File: config.mk
export PLATFORM = sky130hd
export DESIGN_NAME = clock_tick_monitor
export DESIGN_NICKNAME = d
export VERILOG_FILES = /design/src/rtl/clk_mon_pkg.sv /design/src/rtl/sync_edge_detect.sv /design/src/rtl/clock_tick_monitor.sv
export SDC_FILE = /design/constraint.sdc
export NUM_CORES = 1
export LEC_CHECK = 0
export CORE_MARGIN = 3
export CORE_UTILIZATION = 45
export CTS_CLUSTER_SIZE = 25
export DETAILED_ROUTE_END_ITERATION = 16
export PLACE_DENSITY = 0.69
export SYNTH_ARGS = -nofsm -noshare
export SYNTH_HDL_FRONTEND = slang
export SYNTH_HIERARCHICAL = 1
export SYNTH_SLANG_ARGS = --single-unit
File: constraint.sdc
create_clock -name clk -period 2.9 [get_ports clk]
set_input_delay 0.58 -clock clk [delete_from_list [all_inputs] [get_ports clk]]
set_output_delay 0.58 -clock clk [all_outputs]
set_load 0.005 [all_outputs]
File: src/rtl/clk_mon_pkg.sv
// Shared types and default sizes for the slow-clock tick monitor.
package clk_mon_pkg;

  typedef enum logic [1:0] {
    IDLE  = 2'd0,
    FIRST = 2'd1,
    RUN   = 2'd2,
    STALL = 2'd3
  } monState_t;

  localparam int DEF_SYNC_STAGES = 2;
  localparam int DEF_CNT_W       = 16;
  localparam int DEF_PERIOD_W    = 8;
  localparam int DEF_TIMEOUT     = 64;

endpackage

File: src/rtl/sync_edge_detect.sv
// Brings a slow level into the clk domain and flags its rising edges.
// Reusable for any slow input that must be observed low before a rise counts.
module sync_edge_detect #(
  parameter int SYNC_STAGES = 2
) (
  input  logic clk,
  input  logic rst,
  input  logic async_in,
  output logic rise_pulse
);

  logic [SYNC_STAGES-1:0] r_sync;
  logic                   r_prev;
  logic [SYNC_STAGES:0]   r_armed;

  // r_armed tracks which stages hold real samples, so reset zeros never look like a low level
  always_ff @(posedge clk or posedge rst) begin
    if (rst) begin
      r_sync  <= '0;
      r_prev  <= 1'b0;
      r_armed <= '0;
    end else begin
      r_sync  <= {r_sync[SYNC_STAGES-2:0], async_in};
      r_prev  <= r_sync[SYNC_STAGES-1];
      r_armed <= {r_armed[SYNC_STAGES-1:0], 1'b1};
    end
  end

  assign rise_pulse = r_sync[SYNC_STAGES-1] & ~r_prev & r_armed[SYNC_STAGES];

endmodule

File: src/rtl/clock_tick_monitor.sv
// Converts a divided clock into single-cycle ticks, counts them, measures the
// tick period in clk cycles and flags a stalled slow clock.
module clock_tick_monitor
  import clk_mon_pkg::*;
#(
  parameter int SYNC_STAGES = DEF_SYNC_STAGES,
  parameter int CNT_W       = DEF_CNT_W,
  parameter int PERIOD_W    = DEF_PERIOD_W,
  parameter int TIMEOUT     = DEF_TIMEOUT
) (
  input  logic                clk,
  input  logic                rst,
  input  logic                enable,
  input  logic                clear,
  input  logic                clk_slow,
  output logic                tick,
  output logic [CNT_W-1:0]    tick_count,
  output logic [PERIOD_W-1:0] period,
  output logic                period_valid,
  output logic                stalled
);

  localparam logic [PERIOD_W-1:0] RUN_MAX   = '1;
  localparam logic [PERIOD_W-1:0] TIMEOUT_V = PERIOD_W'(TIMEOUT);

  logic                w_rise;
  logic                r_tickRaw;
  logic                w_tickAcc;
  logic                w_timeout;
  logic [PERIOD_W-1:0] r_runCnt;
  logic [PERIOD_W-1:0] r_period;
  logic [CNT_W-1:0]    r_tickCount;
  monState_t           r_state;
  monState_t           w_nextState;

  sync_edge_detect #(
    .SYNC_STAGES(SYNC_STAGES)
  ) u_syncEdge (
    .clk       (clk),
    .rst       (rst),
    .async_in  (clk_slow),
    .rise_pulse(w_rise)
  );

  always_ff @(posedge clk or posedge rst) begin
    if (rst) r_tickRaw <= 1'b0;
    else     r_tickRaw <= w_rise;
  end

  // The synchronizer never stops, so gating only the visible tick keeps re-enable glitch-free
  assign tick      = r_tickRaw & enable;
  assign w_tickAcc = tick & ~clear;
  assign w_timeout = (r_runCnt == TIMEOUT_V);

  always_ff @(posedge clk or posedge rst) begin
    if (rst) begin
      r_runCnt    <= '0;
      r_tickCount <= '0;
      r_period    <= '0;
    end else if (clear) begin
      r_runCnt    <= '0;
      r_tickCount <= '0;
      r_period    <= '0;
    end else if (enable) begin
      if (w_tickAcc) begin
        r_runCnt    <= PERIOD_W'(1);
        r_tickCount <= r_tickCount + CNT_W'(1);
        if (r_state == FIRST || r_state == RUN) r_period <= r_runCnt;
      end else if (r_runCnt != RUN_MAX) begin
        r_runCnt <= r_runCnt + PERIOD_W'(1);
      end
    end
  end

  always_ff @(posedge clk or posedge rst) begin
    if (rst)        r_state <= IDLE;
    else if (clear) r_state <= IDLE;
    else            r_state <= w_nextState;
  end

  // A tick arriving in the same cycle as the timeout wins over the stall
  always_comb begin
    w_nextState = r_state;
    if (!enable) begin
      w_nextState = IDLE;
    end else begin
      case (r_state)
        IDLE:       if (w_tickAcc) w_nextState = FIRST;
        FIRST, RUN: begin
          if (w_tickAcc)      w_nextState = RUN;
          else if (w_timeout) w_nextState = STALL;
        end
        STALL:      if (w_tickAcc) w_nextState = FIRST;
        default:    w_nextState = IDLE;
      endcase
    end
  end

  always_comb begin
    period_valid = 1'b0;
    stalled      = 1'b0;
    if (enable) begin
      period_valid = (r_state == RUN);
      stalled      = (r_state == STALL);
    end
  end

  assign tick_count = r_tickCount;
  assign period     = r_period;

endmodule

==> impl_metrics.json, run 1 <==
{
  "setup_viol_count_final": 0,
  "finalCritPeriodShare_pct": 85.9,
  "grt_use_total_pct": 18.4,
  "comb_power_share_pct": 5.2,
  "final_util_pct": 59.4,
  "fillers": 361,
  "cpPeakStageDelay_ns": 0.49,
  "yosysTopAreaCell": "dfrtp_1",
  "clk_root_buffer_cell": "clkbuf_8",
  "synth_fp_nets": 204,
  "synth-async-reset-ratio_pct": 100,
  "rows": 23,
  "hold-worst-slack_ns": 0.358,
  "worst-setup-path-type": "input pin to output port",
  "antenna_found_initial": 0,
  "final_hold_viol_count": 0,
  "max_slew_margin_pct": 41.7,
  "fin_setup_tns_ns": 0,
  "htreeDepth": 2,
  "synth_seq_cells": 41,
  "ys_top_cells_by_count": "dfrtp_1 (41), nor2_1 (29), nand2_1 (11)",
  "seqCellArea_sq_um": 1030,
  "dr.first_iter.drc_count": 89,
  "use_met3_pct": 4.29,
  "synth_cell_types": 39,
  "clk_latency_ns": 0.29,
  "cp_common_cell": "clkdlybuf4s50_1",
  "grt_max_degree": 36,
  "rsz0062_at_grt": "false",
  "fp.dieH_um": 71.9,
  "maxCapViolCount": 0,
  "synth_warnings": 6,
  "layout-drive-gt1-share_pct": 6.14,
  "area_delta_synth_final_pct": 24.1,
  "synth.top_cell.area_share_pct": 52.5,
  "power.total_uw": 1060,
  "tightest_slew_ns": 0.872,
  "synth_most_common_cell": "dfrtp_1",
  "vias_per_cell": 5.58,
  "maxSlewViolCount": 0,
  "overflow": 0,
  "ant_nets": 0,
  "max-vdd-ir-drop_mv": 0.247,
  "met2_usage_pct": 29.8,
  "netlist_area_sq_um": 1960,
  "hold_path.class": "register to register",
  "arrival_ns": 1.91,
  "seq_area_frac_synth_pct": 52.5,
  "dr_total_vias": 1552,
  "ios": 32,
  "fin_area_sq_um": 2430,
  "die_x_um": 71.9,
  "fp.dieArea_sq_um": 5170,
  "first_pass_iters": 4,
  "placed_cell_area_sq_um": 2320,
  "p_switching_uw": 240,
  "place_hpwl_mm": 3.10,
  "diodes": 0,
  "busiest_layer": "met2",
  "leakagePower_uw": 0.00108,
  "cp-end-kind": "output port",
  "status": "completed",
  "syn_inst": 194,
  "cp_max_fo": 15,
  "fmax_ghz": 0.402,
  "post_cts_resized": 0,
  "final_nets": 237,
  "dominantRegCellSynth": "dfrtp_1",
  "clockBufferDepth": 2,
  "grt_pass1_vias": 1617,
  "post_drt_wl_per_cell_um": 15.2,
  "power_frac_seq_pct": 55.3,
  "finalCriticalPeriod_ns": 2.49,
  "critPathRequiredTime_ns": 2.32,
  "drc": 0,
  "grt_pass1_wl_mm": 7.54,
  "portBuffers": 31,
  "wirelength_mm": 4.22,
  "synth-edff-count": 0,
  "cp_cell_sequence": "clkdlybuf4s50_1 -> buf_4 -> and2_1 -> clkdlybuf4s50_1",
  "sw_frac_of_total_pct": 22.7,
  "skew_ns": 0.00650,
  "gp_congestion": 0.853,
  "initial_core_util_pct": 47.9,
  "cpMaxStageDelayCell": "clkdlybuf4s50_1",
  "cts_tree": "yes",
  "coreArea_sq_um": 4090,
  "syn_area_per_cell_sq_um": 10.1,
  "power_density_nw_per_um2": 437,
  "post_cts_buffers": 0,
  "clock_sinks": 41,
  "multi_input_area_sq_um": 847,
  "synth_area_leaders": "dfrtp_1 (52%), nor2_1 (5.6%), mux2i_1 (4.1%)",
  "startpoint_type": "input pin",
  "clk_pin_slew_ns": 0.08,
  "clkPwrFrac_pct": 39.5,
  "cts_hold_buf": 0,
  "numCtsBuffers": 5,
  "grt_util_met1_pct": 24.4,
  "power.internal_uw": 820
}
-- cell usage in the layout, fill, tap and decap left out, drive strengths merged, types with 4 or more instances in the layout --
cell           netlist  layout
a21oi                9       9
and4                 4       4
buf                  4       5
clkbuf               6       7
clkdlybuf4s50        0      31
dfrtp               41      41
ha                   5       5
inv                 10      11
mux2i                8       8
nand2               11      11
nand3                7       7
nand4                9       9
nor2                29      29
nor3                 4       4
o21ai                4       4
xnor2                7       7
xor2                 5       5
-- logic make-up (layout without fill, tap and decap cells) --
logic type      after synthesis  in the layout  synth area share, %
compound gates               31             31                 10.9
xor+xnor                     12             12                 5.37
fa+ha+maj                     5              5                 3.20
buf+inv                      20             54                 4.22
flops                        41             41                 52.5
mux                           8              8                 4.09
other cells                   1              1                0.192
simple gates                 76             76                 19.5
-- through the flow --
step,instances,setup WS [ns]
2_1_floorplan,194,1.07
4_1_cts,278,0.394
5_1_grt,278,0.336
3_5_place_dp,270,0.398
3_3_place_gp,270,0.422
6_report,278,0.410
-- layer usage --
layer	wire, um	vias to the layer above	part of all wire (%)
li1	-	751	-
met1	1890	757	45
met2	2090	38	50
met3	211	6	5.0
met4	30	0	0.71
met5	0	-	0
-- worst max-delay path: cells and delay by family --
kind | cells | cell delay (ns)
buffers and inverters | 3 | 1.18
and+or+nand+nor | 1 | 0.15
-- power groups by stage --
stage                     combinational (uW)  clock (uW)  sequential (uW)
after floorplan                         36.8           0              595
after global placement                  54.7           0              597
after detailed placement                56.3           0              597
after CTS                               56.6         427              586
after global routing                    63.2         457              588
final                                   55.3         418              586
-- flip-flops by register name, summed over array words and instances (netlist names) --
name,flops
period,8
r_tickRaw,1
r_state,2
r_runCnt,8
u_syncEdge/r_sync,2
u_syncEdge/r_prev,1
u_syncEdge/r_armed,3
tick_count,16
-- area by class of cell --
| type | count | area share, % |
|---|---|---|
| multi-input cells | 133 | 34.9 |
| repair buffers | 36 | 14.3 |
| inverters | 10 | 1.55 |
| flip-flops and latches | 41 | 42.3 |
| clock inverters | 1 | 0.361 |
| well taps | 50 | 2.58 |
| clock buffers | 7 | 3.97 |
-- final timing paths --
| check | from | end | slack (ns) | depth (start not counted) |
|---|---|---|---|---|
| hold / removal | u_syncEdge/r_sync[0] | u_syncEdge/r_sync[1] | 0.36 | 0 |
| setup reg to reg | r_state[0] | r_state[0] | 0.93 | 6 |
| min in group asynchronous | rst | u_syncEdge/r_sync[0] | 0.51 | 2 |
| setup / recovery | enable | period_valid | 0.41 | 4 |
| max in group asynchronous | rst | r_state[0] | 1.88 | 3 |
| hold reg to reg | u_syncEdge/r_sync[0] | u_syncEdge/r_sync[1] | 0.36 | 0 |
(Power assumes the default switching activity.)
==> run 2, diff against run 1 <==
Settings changed: ABC_AREA set to 1, PLACE_DENSITY 0.69 to 0.68.
==> impl_metrics.json, run 2 <==
{
  "power.total_uw": 1130,
  "grt_pass1_wl_mm": 7.29,
  "ant_nets": 0,
  "clock_sinks": 41,
  "drc": 0,
  "numCtsBuffers": 5,
  "portBuffers": 31,
  "final_cell_mix": "nand2_1 (53), inv_1 (44), dfrtp_1 (41)",
  "post_drt_wl_per_cell_um": 12.2,
  "final_common_cell": "nand2_1",
  "synth_warnings": 6,
  "clk_root_buffer_cell": "clkbuf_8",
  "first_pass_iters": 4,
  "grt_use_total_pct": 17.0,
  "fillers": 432,
  "leakagePower_uw": 0.00119,
  "fmax_ghz": 0.390,
  "cts_hold_buf": 0,
  "cpMaxStageDelayCell": "clkdlybuf4s50_1",
  "gp_congestion": 0.877,
  "critPathRequiredTime_ns": 2.32,
  "startpoint_type": "input pin",
  "syn_inst": 258,
  "hold_path.class": "register to register",
  "die_x_um": 74.5,
  "synth-async-reset-ratio_pct": 100,
  "sw_frac_of_total_pct": 23.3,
  "skew_ns": 0.00431,
  "cp-end-kind": "output port",
  "rsz0062_at_grt": "false",
  "dominantRegCellSynth": "dfrtp_1",
  "fin_setup_tns_ns": 0,
  "dr_total_vias": 1708,
  "comb_power_share_pct": 7.6,
  "ios": 32,
  "final_hold_viol_count": 0,
  "maxSlewViolCount": 0,
  "max-vdd-ir-drop_mv": 0.219,
  "fin_cells": 349,
  "arrival_ns": 1.99,
  "rows": 24,
  "cp_top_family": "buffers and inverters",
  "clockBufferDepth": 2,
  "wirelength_mm": 4.26,
  "diodes": 0,
  "synth_fp_nets": 268,
  "fp.dieArea_sq_um": 5550,
  "cpPeakStageDelay_ns": 0.61,
  "fp.dieH_um": 74.5,
  "syn_area_per_cell_sq_um": 8.19,
  "setup_viol_count_final": 0,
  "cp_cell_sequence": "clkdlybuf4s50_1 -> buf_4 -> nand2_1 -> inv_1 -> clkdlybuf4s50_1",
  "reg2reg_slack_ns": 1.40,
  "worst-setup-path-type": "input pin to output port",
  "cts_tree": "yes",
  "coreArea_sq_um": 4440,
  "synth_area_leaders": "dfrtp_1 (49%), nand2_1 (9.4%), inv_1 (7.8%)",
  "htreeDepth": 2,
  "grt_pass1_vias": 1580,
  "power_frac_seq_pct": 52.8,
  "ys_top_cells_by_count": "nand2_1 (53), inv_1 (44), dfrtp_1 (41)",
  "yosysTopAreaCell": "dfrtp_1",
  "crit_buf_inv": 4,
  "antenna_found_initial": 0,
  "synth-edff-count": 0,
  "status": "completed",
  "netlist_area_sq_um": 2110,
  "seq_area_frac_synth_pct": 48.5,
  "synth.top_cell.area_share_pct": 48.5,
  "synth_most_common_cell": "nand2_1",
  "dp.cells": 342,
  "largest_reg_flops": 16,
  "maxCapViolCount": 0,
  "power_density_nw_per_um2": 435,
  "post_cts_resized": 0,
  "area_delta_synth_final_pct": 22.6,
  "clk_pin_slew_ns": 0.08,
  "post_cts_buffers": 0,
  "clkPwrFrac_pct": 39.6,
  "vias_per_cell": 4.89,
  "initial_core_util_pct": 47.6,
  "cp_common_cell": "clkdlybuf4s50_1",
  "synth_seq_cells": 41,
  "place_hpwl_mm": 3.15,
  "synth_cell_types": 30,
  "dr.first_iter.drc_count": 91,
  "grt_max_degree": 36,
  "cp_max_fo": 7,
  "layout-drive-gt1-share_pct": 9.09,
  "final_nets": 307,
  "final_util_pct": 58.3,
  "overflow": 0,
  "finalCritPeriodShare_pct": 88.5,
  "clk_latency_ns": 0.29,
  "finalCriticalPeriod_ns": 2.57,
  "power.internal_uw": 865,
  "hold-worst-slack_ns": 0.358,
  "p_switching_uw": 263
}
==> run 2: area by class of cell <==
type | instances | area [sq um] | area share (%)
flip-flops and latches | 41 | 1030 | 39.6
multi-input cells | 168 | 878 | 33.9
repair buffers | 34 | 333 | 12.9
inverters | 47 | 184 | 7.10
clock buffers | 5 | 68.8 | 2.66
well taps | 52 | 65.1 | 2.51
clock inverters | 2 | 35.0 | 1.35
==> run 2: worst paths after layout <==
check	start	endpoint	cells past startpoint
setup / recovery	enable	period_valid	5
hold / removal	u_syncEdge/r_armed[0]	u_syncEdge/r_armed[1]	0
setup reg to reg	r_state[0]	period[3]	5
hold reg to reg	u_syncEdge/r_armed[0]	u_syncEdge/r_armed[1]	0
max in group asynchronous	rst	r_runCnt[3]	3
min in group asynchronous	rst	u_syncEdge/r_armed[1]	2
==> run 2: per-layer routing <==
metal / track usage (%) / vias to the layer above / share of wire (%)
met3: 3.92 / 6 / 2.9
li1: - / 897 / -
met2: 26.5 / 25 / 45
met5: 0 / - / 0
met4: 5.14 / 0 / 1.2
met1: 23.4 / 780 / 51
==> run 2: per-stage QoR <==
step           setup slack, ns  instance area, sq um
3_5_place_dp             0.324                  2490
2_1_floorplan             1.42                  2110
5_1_grt                  0.247                  2590
6_report                 0.335                  2590
3_3_place_gp             0.339                  2490
4_1_cts                  0.322                  2590
==> run 2: cells by family after synthesis <==
group / synth area share, %
adders and majority gates: 2.96
xor gates and xnor gates: 0.829
buffers and inverters: 9.89
and+or+nand+nor: 26.6
AOI/OAI and AO/OA: 11.0
other: 0.177
DFF: 48.5
==> run 2: power groups by stage <==
stage,clock network [uW],registers [uW],logic (uW)
after floorplan,0,604,60.8
after global placement,0,606,86.7
after detailed placement,0,607,87.5
after CTS,457,595,87.5
after global routing,478,597,98.8
final,447,595,85.4
==> run 3, diff against run 2 <==
Settings changed: ABC_AREA 1 to not set, PLACE_DENSITY 0.68 to 0.69.
==> results of run 3 <==
Final layout, timing and power as in run 1 (identical DEF).
